===== config.mk =====
export PLATFORM = sky130hd
export DESIGN_NAME = dbg_module_ctrl
export DESIGN_NICKNAME = d
export VERILOG_FILES = /design/src/rtl/dbg_module_ctrl.sv
export SDC_FILE = /design/constraint.sdc
export NUM_CORES = 1
export LEC_CHECK = 0
export CAP_MARGIN = 5
export CORE_MARGIN = 2
export CORE_UTILIZATION = 49
export CTS_CLUSTER_DIAMETER = 100
export CTS_CLUSTER_SIZE = 40
export DETAILED_ROUTE_END_ITERATION = 8
export PLACE_DENSITY_LB_ADDON = 0.15
export RECOVER_POWER = 100
export SLEW_MARGIN = 10
export SYNTH_ARGS = -nofsm -noshare
export SYNTH_HDL_FRONTEND = slang
export SYNTH_SLANG_ARGS = --single-unit

===== constraint.sdc =====
create_clock -name clk -period 2.1 [get_ports clk]
set_input_delay 0.525 -clock clk [delete_from_list [all_inputs] [get_ports clk]]
set_output_delay 0.525 -clock clk [all_outputs]
set_load 0.005 [all_outputs]

===== src/rtl/dbg_module_ctrl.sv =====
// dbg_module_ctrl: RISC-V debug module front end for halt/resume and abstract register access
module dbg_module_ctrl #(
  parameter int AR_TIMEOUT = 16,
  parameter int DMI_AW     = 7
) (
  input  logic              clk,
  input  logic              reset_n,
  input  logic              dmi_req_valid,
  output logic              dmi_req_ready,
  input  logic [DMI_AW-1:0] dmi_req_addr,
  input  logic [1:0]        dmi_req_op,
  input  logic [31:0]       dmi_req_data,
  output logic              dmi_rsp_valid,
  output logic [31:0]       dmi_rsp_data,
  output logic              dbg_haltreq,
  output logic              dbg_resumereq,
  input  logic              core_resumeack,
  input  logic              core_running,
  input  logic              core_halted,
  output logic              dbg_ar_en,
  output logic              dbg_ar_wr,
  output logic [15:0]       dbg_ar_ad,
  output logic [31:0]       dbg_ar_do,
  input  logic [31:0]       dbg_ar_di,
  input  logic              dbg_ar_done,
  output logic              ndmreset
);
  localparam int TW = $clog2(AR_TIMEOUT + 1);
  localparam logic [DMI_AW-1:0] A_D0  = DMI_AW'(7'h04);
  localparam logic [DMI_AW-1:0] A_DMC = DMI_AW'(7'h10);
  localparam logic [DMI_AW-1:0] A_DMS = DMI_AW'(7'h11);
  localparam logic [DMI_AW-1:0] A_ACS = DMI_AW'(7'h16);
  localparam logic [DMI_AW-1:0] A_CMD = DMI_AW'(7'h17);
  typedef enum logic {IDLE, ACCESS} state_t;
  state_t        state;
  logic          dmactive, resumeack;
  logic [31:0]   data0;
  logic [2:0]    cmderr;
  logic [TW-1:0] tmo;
  logic          acc, rd, wr, busy, busy_err, cmd_bad;
  logic [31:0]   dms, acs, rd_val;
  assign dmi_req_ready = ~dmi_rsp_valid;
  assign acc      = dmi_req_valid & dmi_req_ready;
  assign rd       = acc & (dmi_req_op == 2'd1);
  assign wr       = acc & (dmi_req_op == 2'd2);
  assign busy     = state == ACCESS;
  assign busy_err = busy & ((wr & (dmi_req_addr == A_CMD || dmi_req_addr == A_ACS || dmi_req_addr == A_D0)) |
                            (rd & dmi_req_addr == A_D0));
  assign cmd_bad  = dmi_req_data[31:24] != 8'd0 || dmi_req_data[22:20] != 3'd2 || dmi_req_data[18];
  assign dms      = {14'd0, {2{resumeack}}, 4'd0, {2{core_running}}, {2{core_halted}}, 1'b1, 3'd0, 4'd2};
  assign acs      = {19'd0, busy, 1'b0, cmderr, 4'd0, 4'd1};
  always_comb begin
    rd_val = dmi_req_addr == A_DMC ? {dbg_haltreq, 29'd0, ndmreset, dmactive} :
             dmi_req_addr == A_DMS ? dms :
             dmi_req_addr == A_ACS ? acs :
             (dmi_req_addr == A_D0 && !busy) ? data0 : 32'd0;
  end
  always_ff @(posedge clk or negedge reset_n) begin
    if (!reset_n) begin
      state         <= IDLE;
      dmi_rsp_valid <= 1'b0;
      dmi_rsp_data  <= '0;
      dbg_haltreq   <= 1'b0;
      dbg_resumereq <= 1'b0;
      ndmreset      <= 1'b0;
      dmactive      <= 1'b0;
      resumeack     <= 1'b0;
      data0         <= '0;
      cmderr        <= '0;
      tmo           <= '0;
      dbg_ar_en     <= 1'b0;
      dbg_ar_wr     <= 1'b0;
      dbg_ar_ad     <= '0;
      dbg_ar_do     <= '0;
    end else begin
      dmi_rsp_valid <= acc;
      dmi_rsp_data  <= rd ? rd_val : 32'd0;
      if (dbg_resumereq && core_resumeack) begin
        dbg_resumereq <= 1'b0;
        resumeack     <= 1'b1;
      end
      if (busy_err) begin
        if (cmderr == 3'd0) cmderr <= 3'd1;
      end else if (wr && dmi_req_addr == A_DMC) begin
        if (!dmi_req_data[0]) begin
          dbg_haltreq   <= 1'b0;
          dbg_resumereq <= 1'b0;
          ndmreset      <= 1'b0;
          dmactive      <= 1'b0;
          resumeack     <= 1'b0;
          data0         <= '0;
          cmderr        <= '0;
        end else begin
          dbg_haltreq <= dmi_req_data[31];
          ndmreset    <= dmi_req_data[1];
          dmactive    <= 1'b1;
          if (dmi_req_data[30] && !dmi_req_data[31]) begin
            dbg_resumereq <= 1'b1;
            resumeack     <= 1'b0;
          end
        end
      end else if (wr && dmi_req_addr == A_D0) begin
        data0 <= dmi_req_data;
      end else if (wr && dmi_req_addr == A_ACS) begin
        cmderr <= cmderr & ~dmi_req_data[10:8];
      end else if (wr && dmi_req_addr == A_CMD && cmderr == 3'd0) begin
        if (cmd_bad) cmderr <= 3'd2;
        else if (!core_halted) cmderr <= 3'd4;
        else if (dmi_req_data[17]) begin
          state     <= ACCESS;
          tmo       <= '0;
          dbg_ar_en <= 1'b1;
          dbg_ar_wr <= dmi_req_data[16];
          dbg_ar_ad <= dmi_req_data[15:0];
          dbg_ar_do <= data0;
        end
      end
      // completion and abort outrank a same-cycle busy error
      if (busy) begin
        if (dbg_ar_done) begin
          if (!dbg_ar_wr) data0 <= dbg_ar_di;
          state     <= IDLE;
          dbg_ar_en <= 1'b0;
        end else if (!core_halted) begin
          cmderr    <= 3'd4;
          state     <= IDLE;
          dbg_ar_en <= 1'b0;
        end else if (tmo == TW'(AR_TIMEOUT - 1)) begin
          cmderr    <= 3'd3;
          state     <= IDLE;
          dbg_ar_en <= 1'b0;
        end else begin
          tmo <= tmo + 1'b1;
        end
      end
      // deactivating the DM overrides any access in flight
      if (wr && dmi_req_addr == A_DMC && !dmi_req_data[0]) begin
        state     <= IDLE;
        dbg_ar_en <= 1'b0;
        dbg_ar_wr <= 1'b0;
        dbg_ar_ad <= '0;
        dbg_ar_do <= '0;
        tmo       <= '0;
      end
    end
  end
endmodule


# After elaboration in Yosys (flattened, before gate mapping)
# Cells that the tools add are included.
# word_totals
register_bits	129
inputBits	80
out_inout_bits	87
wordCells	168
# classes
n_addsub	1
n_eq_ne	14
mux	104
n_bitwise	11
reduce_logical	23
# ops
op	count
2-to-1 mux 32 bit	21
2-to-1 mux 16 bit	9
2-to-1 mux 5 bit	13
2-to-1 mux 1 bit	48
2-to-1 mux 3 bit	13
== test 7 x 5 -> 1 bit (second input constant)	4
inequality test 2 x 1 -> 1 bit (second input constant)	5
logical AND 1 bit	9
AND reduction 8 bit	1
nonzero test 8 bit	1
== test 7 x 3 -> 1 bit (second input constant)	1
bitwise AND 1 bit	6
nonzero test 2 bit	3
adder 5 x 1 -> 5 bit (second input constant)	1
== test 5 x 4 -> 1 bit (second input constant)	1
logical OR 1 bit	4
bitwise AND 3 bit	1
zero test 1 bit	3
zero test 3 bit	1
inequality test 3 x 2 -> 1 bit (second input constant)	1
inverter 3 bit	1
== test 2 x 1 -> 1 bit (second input constant)	1
== test 2 bit (second input constant)	1
inverter 1 bit	2
2 further kinds	2

# Depth between registers and ports, before layout
# logic_depth
word_depth	15
depth_mapped	8
mapped_depth_nobuf	6

# Least setup slack after synthesis
# Ideal clock, no wire load.
# synth_path
path_type	input -> register
start	input port dmi_req_addr[3]
end	register data0[15]
setup_ns	0.138
t_arrival_ns	2.022
path_slack_ns	-0.060
cell_stages	8
n_path_buf	3
cell_sequence	nor4b_4 -> and4_1 -> buf_2 -> nand2b_1 -> buf_2 -> buf_2 -> a222oi_1 -> o21ai_0
# synth_via
elab_chain_len	10
# synth_lines
element	line_no	source
start, declared	10	input logic [DMI_AW-1:0] dmi_req_addr,
== test 7 x 5 -> 1 bit	47	assign busy_err = busy & ((wr & (dmi_req_addr == A_CMD || dmi_req_addr == A_ACS || dmi_req_addr == A_D0)) |
logical OR 1 bit (2 in series)	47	
bitwise AND 1 bit	47	
bitwise OR 1 bit	47	
bitwise AND 1 bit	47	
2-to-1 mux 32 bit *	82	if (busy_err) begin
2-to-1 mux 32 bit	121	if (!dbg_ar_wr) data0 <= dbg_ar_di;
2-to-1 mux 32 bit	120	if (dbg_ar_done) begin
2-to-1 mux 32 bit *	119	if (busy) begin
end signal, assigned	103	data0 <= dmi_req_data;
end signal, assigned	121	
end, declared	37	logic [31:0] data0;
# Mark *: on every way between the ends. The rest lies on a longest branch, timed or not.
# A chain may end at the register's enable or synchronous reset.

# Final worst setup path
# layout_path
start	register cmderr[1]
end	register dbg_ar_ad[9]
# layout_via
elab_chain_len	4
# layout_lines
element	line_no	source
start, declared	38	logic [2:0] cmderr;
start signal, assigned	105	cmderr <= cmderr & ~dmi_req_data[10:8];
zero test 3 bit	106	end else if (wr && dmi_req_addr == A_CMD && cmderr == 3'd0) begin
logical AND 1 bit	106	
nonzero test 2 bit (no line)	n/a	
AND reduction 8 bit (no line)	n/a	
end signal, assigned	114	dbg_ar_ad <= dmi_req_data[15:0];
end, declared	22	output logic [15:0] dbg_ar_ad,
# Every way passes these cells.

==> flow_summary.html <==
<table>
<tr><th>Metric</th><th>Value</th></tr>
<tr><th colspan="2">Run status</th></tr>
<tr><td>Outcome</td><td>finished with violations</td></tr>
<tr><td>Failing checks</td><td>capacitance limit, slew limit, setup timing</td></tr>
<tr><th colspan="2">Placed design</th></tr>
<tr><td>Gp weighted congestion</td><td>0.9458</td></tr>
<tr><td>Number of buffers inserted by port buffering</td><td>~170</td></tr>
<tr><td>Number of cells after detailed placement</td><td>approximately 970</td></tr>
<tr><td>HPWL reported at the end of detailed placement</td><td>~13000 um</td></tr>
<tr><td>Placed inst area</td><td>approximately 8400 um2</td></tr>
<tr><th colspan="2">Logic synthesis</th></tr>
<tr><td>Register area share after synthesis</td><td>52.57%</td></tr>
<tr><td>Share of async-settable or async-resettable flops after synthesis</td><td>100.0%</td></tr>
<tr><td>Syn_nets</td><td>just under 700</td></tr>
<tr><td>Count of mapped cells out of synthesis</td><td>roughly 610</td></tr>
<tr><td>Post-synth EDFFs</td><td>0</td></tr>
<tr><td>Post-synthesis sequential element count</td><td>about 130</td></tr>
<tr><td>Mapped cell area</td><td>between 6000 and 7000 um2</td></tr>
<tr><td>Number of synthesis warnings</td><td>0</td></tr>
<tr><td>Dominant register cell in the synthesized netlist</td><td>sky130_fd_sc_hd__dfrtp_1</td></tr>
<tr><td>Cell variety after synth</td><td>50</td></tr>
<tr><td>Average cell area after synthesis</td><td>about 10 um2</td></tr>
<tr><th colspan="2">Drt</th></tr>
<tr><td>Vias after detailed routing</td><td>5912</td></tr>
<tr><td>Detail-routed via count per cell</td><td>about 6</td></tr>
<tr><td>Total DRC errors in the routed layout</td><td>0</td></tr>
<tr><td>Number of DRC markers in iteration 0</td><td>roughly 630</td></tr>
<tr><td>Antenna viol nets, final</td><td>0</td></tr>
<tr><td>Iteration count of the initial detailed-routing pass</td><td>6</td></tr>
<tr><td>Total detailed-routing wirelength</td><td>around 20000 um</td></tr>
<tr><td>Avg WL per Cell</td><td>just under 20 um</td></tr>
<tr><th colspan="2">CTS</th></tr>
<tr><td>CTS sink cnt</td><td>approximately 130</td></tr>
<tr><td>Clock Path Buffers</td><td>2</td></tr>
<tr><td>Deepest level of the CTS H-tree</td><td>4</td></tr>
<tr><td>Clock edge transition at the registers on the reported setup and hold paths</td><td>about 0.05 ns</td></tr>
<tr><td>Clock insertion delay at the later pin of the skew report</td><td>roughly 0.42 ns</td></tr>
<tr><td>Buffer cell driving the clock tree root</td><td>sky130_fd_sc_hd__clkbuf_16</td></tr>
<tr><td>Post-cts hold buffer count</td><td>0</td></tr>
<tr><td>Number of buffers created by CTS</td><td>17</td></tr>
<tr><td>Clock tree from TritonCTS</td><td>yes</td></tr>
<tr><th colspan="2">STA</th></tr>
<tr><td>Maximum clock skew at final layout</td><td>slightly above 0.009 ns</td></tr>
<tr><td>Slew at the pin with the worst max-slew slack</td><td>1.646 ns</td></tr>
<tr><td>Final max-slew violation count</td><td>32</td></tr>
<tr><td>Fin. Hold Viols</td><td>0</td></tr>
<tr><td>Setup Total Neg Slack</td><td>-0.05879 ns</td></tr>
<tr><td>Fmax</td><td>471.9 MHz</td></tr>
<tr><td>Number of endpoints failing setup at the final stage</td><td>6</td></tr>
<tr><td>Worst slew slack as a fraction of its limit</td><td>-9.732%</td></tr>
<tr><td>Setup repair after global routing missed its margin</td><td>yes</td></tr>
<tr><td>Minimum clock period after layout</td><td>around 2.1 ns</td></tr>
<tr><td>Final worst slack</td><td>-0.01910 ns</td></tr>
<tr><td>Period utilization</td><td>100.9%</td></tr>
<tr><th colspan="2">Global routing</th></tr>
<tr><td>Largest net degree at the start of global routing</td><td>52</td></tr>
<tr><td>Via count of the first global-routing pass</td><td>5973</td></tr>
<tr><td>Antenna violations before repair</td><td>0</td></tr>
<tr><td>Global route total overflow</td><td>0</td></tr>
<tr><td>Wire length of the first global-routing pass</td><td>between 30000 and 40000 um</td></tr>
<tr><td>Tot GR Track Use</td><td>between 30% and 40%</td></tr>
<tr><th colspan="2">Die</th></tr>
<tr><td>Core outline area</td><td>12110 um2</td></tr>
<tr><td>Initial cell density of the core</td><td>between 50 and 60%</td></tr>
<tr><td>Die boundary width</td><td>~120 um</td></tr>
<tr><td>Die Y</td><td>between 100 and 150 um</td></tr>
<tr><td>Die area</td><td>roughly 13000 um2</td></tr>
<tr><td>Top-Level Pins</td><td>around 170</td></tr>
<tr><td>Number of rows in the core area</td><td>40</td></tr>
<tr><th colspan="2">Cells and area</th></tr>
<tr><td>Post-route non-filler standard cell count</td><td>around 1000</td></tr>
<tr><td>Fraction of layout cells with a size suffix above 1</td><td>between 15 and 20%</td></tr>
<tr><td>Final instance area</td><td>between 9000 and 10000 um2</td></tr>
<tr><td>Antenna cells</td><td>0</td></tr>
<tr><td>Top library cells by usage in the layout, fill and taps aside</td><td>sky130_fd_sc_hd__dfrtp_1 (129), sky130_fd_sc_hd__nand2_1 (96), sky130_fd_sc_hd__dlygate4sd3_1 (87)</td></tr>
<tr><td>Net count reported at finish</td><td>between 900 and 1000</td></tr>
<tr><td>Layout area overhead</td><td>50.43%</td></tr>
<tr><td>Most common cell after layout, fill and taps aside</td><td>sky130_fd_sc_hd__dfrtp_1</td></tr>
<tr><th colspan="2">Setup path</th></tr>
<tr><td>Crit path arrival time</td><td>2.45 ns</td></tr>
<tr><td>RR Startpoint</td><td>cmderr[1]</td></tr>
<tr><td>Kind of critical path</td><td>reg -&gt; reg</td></tr>
<tr><td>Kind of start point of the critical path</td><td>flop</td></tr>
<tr><td>Required time of the worst setup path</td><td>2.43 ns</td></tr>
<tr><td>Largest driver fanout on the critical path</td><td>6</td></tr>
<tr><td>Launch point of the worst path</td><td>cmderr[1]</td></tr>
<tr><td>Worst Setup End Kind</td><td>flop</td></tr>
<tr><th colspan="2">Power</th></tr>
<tr><td>Maximum ir drop on the vdd rail</td><td>roughly 0.44 mV</td></tr>
<tr><td>Total Power</td><td>~6.0 mW</td></tr>
<tr><td>Leak pwr</td><td>4.699 nW</td></tr>
<tr><td>Power per cell area</td><td>649.8 nW/um2</td></tr>
<tr><th colspan="2">Min path</th></tr>
<tr><td>Worst Hold Launch</td><td>dmi_req_data[18]</td></tr>
<tr><td>Worst min-delay path category</td><td>in -&gt; reg</td></tr>
<tr><th colspan="2">Job</th></tr>
<tr><td>Max-capacitance violation count</td><td>1</td></tr>
</table>
-- worst paths after layout --
check,endpoint,slack (ns),cells after the start
worst max-delay path,dbg_ar_ad[9],-0.02,8
worst min-delay path,data0[18],0.46,3
worst max register to register,dbg_ar_ad[9],-0.02,8
worst min register to register,dmactive,0.49,2
max in group asynchronous,dmi_rsp_data[9],0.39,2
min in group asynchronous,dbg_ar_ad[13],0.53,1
-- power breakdown --
| group | switching [mW] | total [mW] | internal, mW |
|---|---|---|---|
| logic | 0.220 | 0.447 | 0.227 |
| clock network | 1.04 | 3.00 | 1.96 |
| registers | 0.0317 | 2.56 | 2.53 |
-- metrics by stage --
step	hold WS, ns	setup slack (ns)	util (%)
finish	0.4615	-0.01910	76.27
global route	0.4624	-0.09965	76.27
CTS	0.04453	0.001553	76.41
detailed placement	0.4691	-0.7649	69.56
global placement	0.4627	-0.7161	69.56
floorplan	0.2294	-0.01222	-
-- worst max-delay path: stages (launching register included) --
cell	delay [ns]
sky130_fd_sc_hd__dfrtp_1	0.39
sky130_fd_sc_hd__nor4b_2	0.30
sky130_fd_sc_hd__buf_4	0.17
sky130_fd_sc_hd__nand2_2	0.05
sky130_fd_sc_hd__or3_4	0.38
sky130_fd_sc_hd__nand3b_4	0.23
sky130_fd_sc_hd__buf_4	0.19
sky130_fd_sc_hd__buf_6	0.13
sky130_fd_sc_hd__mux2i_1	0.18
-- flip-flops by register name (all words and copies together) (netlist names) --
signal / count
data0: 32
dbg_ar_wr: 1
tmo: 5
busy: 1
dmi_rsp_data: 32
dbg_ar_ad: 16
resumeack: 1
dbg_haltreq: 1
dbg_resumereq: 1
dmactive: 1
dmi_rsp_valid: 1
dbg_ar_en: 1
dbg_ar_do: 32
ndmreset: 1
cmderr: 3
-- layer usage --
layer,GRT usage (%),vias to the layer above,share of wire [%]
met5,0,-,0
met1,40.47,2855,40
met4,12.94,0,2.6
met2,50.21,379,49
li1,-,2624,-
met3,6.015,54,8.4
-- what timing repair did --
item                       in CTS  in global routing
setup buffers                   9                  2
hold endpoints to repair        0                  0
pin swaps                      10                 11
setup endpoints to repair      98                 81
gates cloned                    3                  1
gates resized for setup        48                 22
-- final cells by class --
| cell class | count | area, um2 |
|---|---|---|
| clock inverters | 5 | 100.1 |
| multi-input cells | 379 | 2594 |
| clock buffers | 27 | 493.0 |
| repair buffers | 252 | 2410 |
| flip-flops and latches | 129 | 3228 |
| inverters | 54 | 202.7 |
| fillers | 883 | 2874 |
| well taps | 168 | 210.2 |
-- cells in the mapped netlist (all sizes together) (9+ instances only) --
library cell,instances,area [um2]
buf,9,121.4
o21ai,38,190.2
dfrtp,129,3228
nor2,14,52.55
nand3,12,72.57
nor4,23,143.9
a21oi,14,70.07
mux2i,49,490.5
inv,54,202.7
nor2b,33,206.5
a222oi,31,310.3
clkbuf,34,127.6
nand2,97,364.1
-- cells by family after synthesis --
| logic type | after synthesis | synth area share (%) |
|---|---|---|
| simple gates | 219 | 19.09 |
| flops | 129 | 52.57 |
| compound gates | 110 | 12.80 |
| buf+inv | 97 | 7.355 |
| mux | 49 | 7.987 |
| fa+ha+maj | 1 | 0.2037 |
No activity file was read; power rests on OpenSTA's default activity.
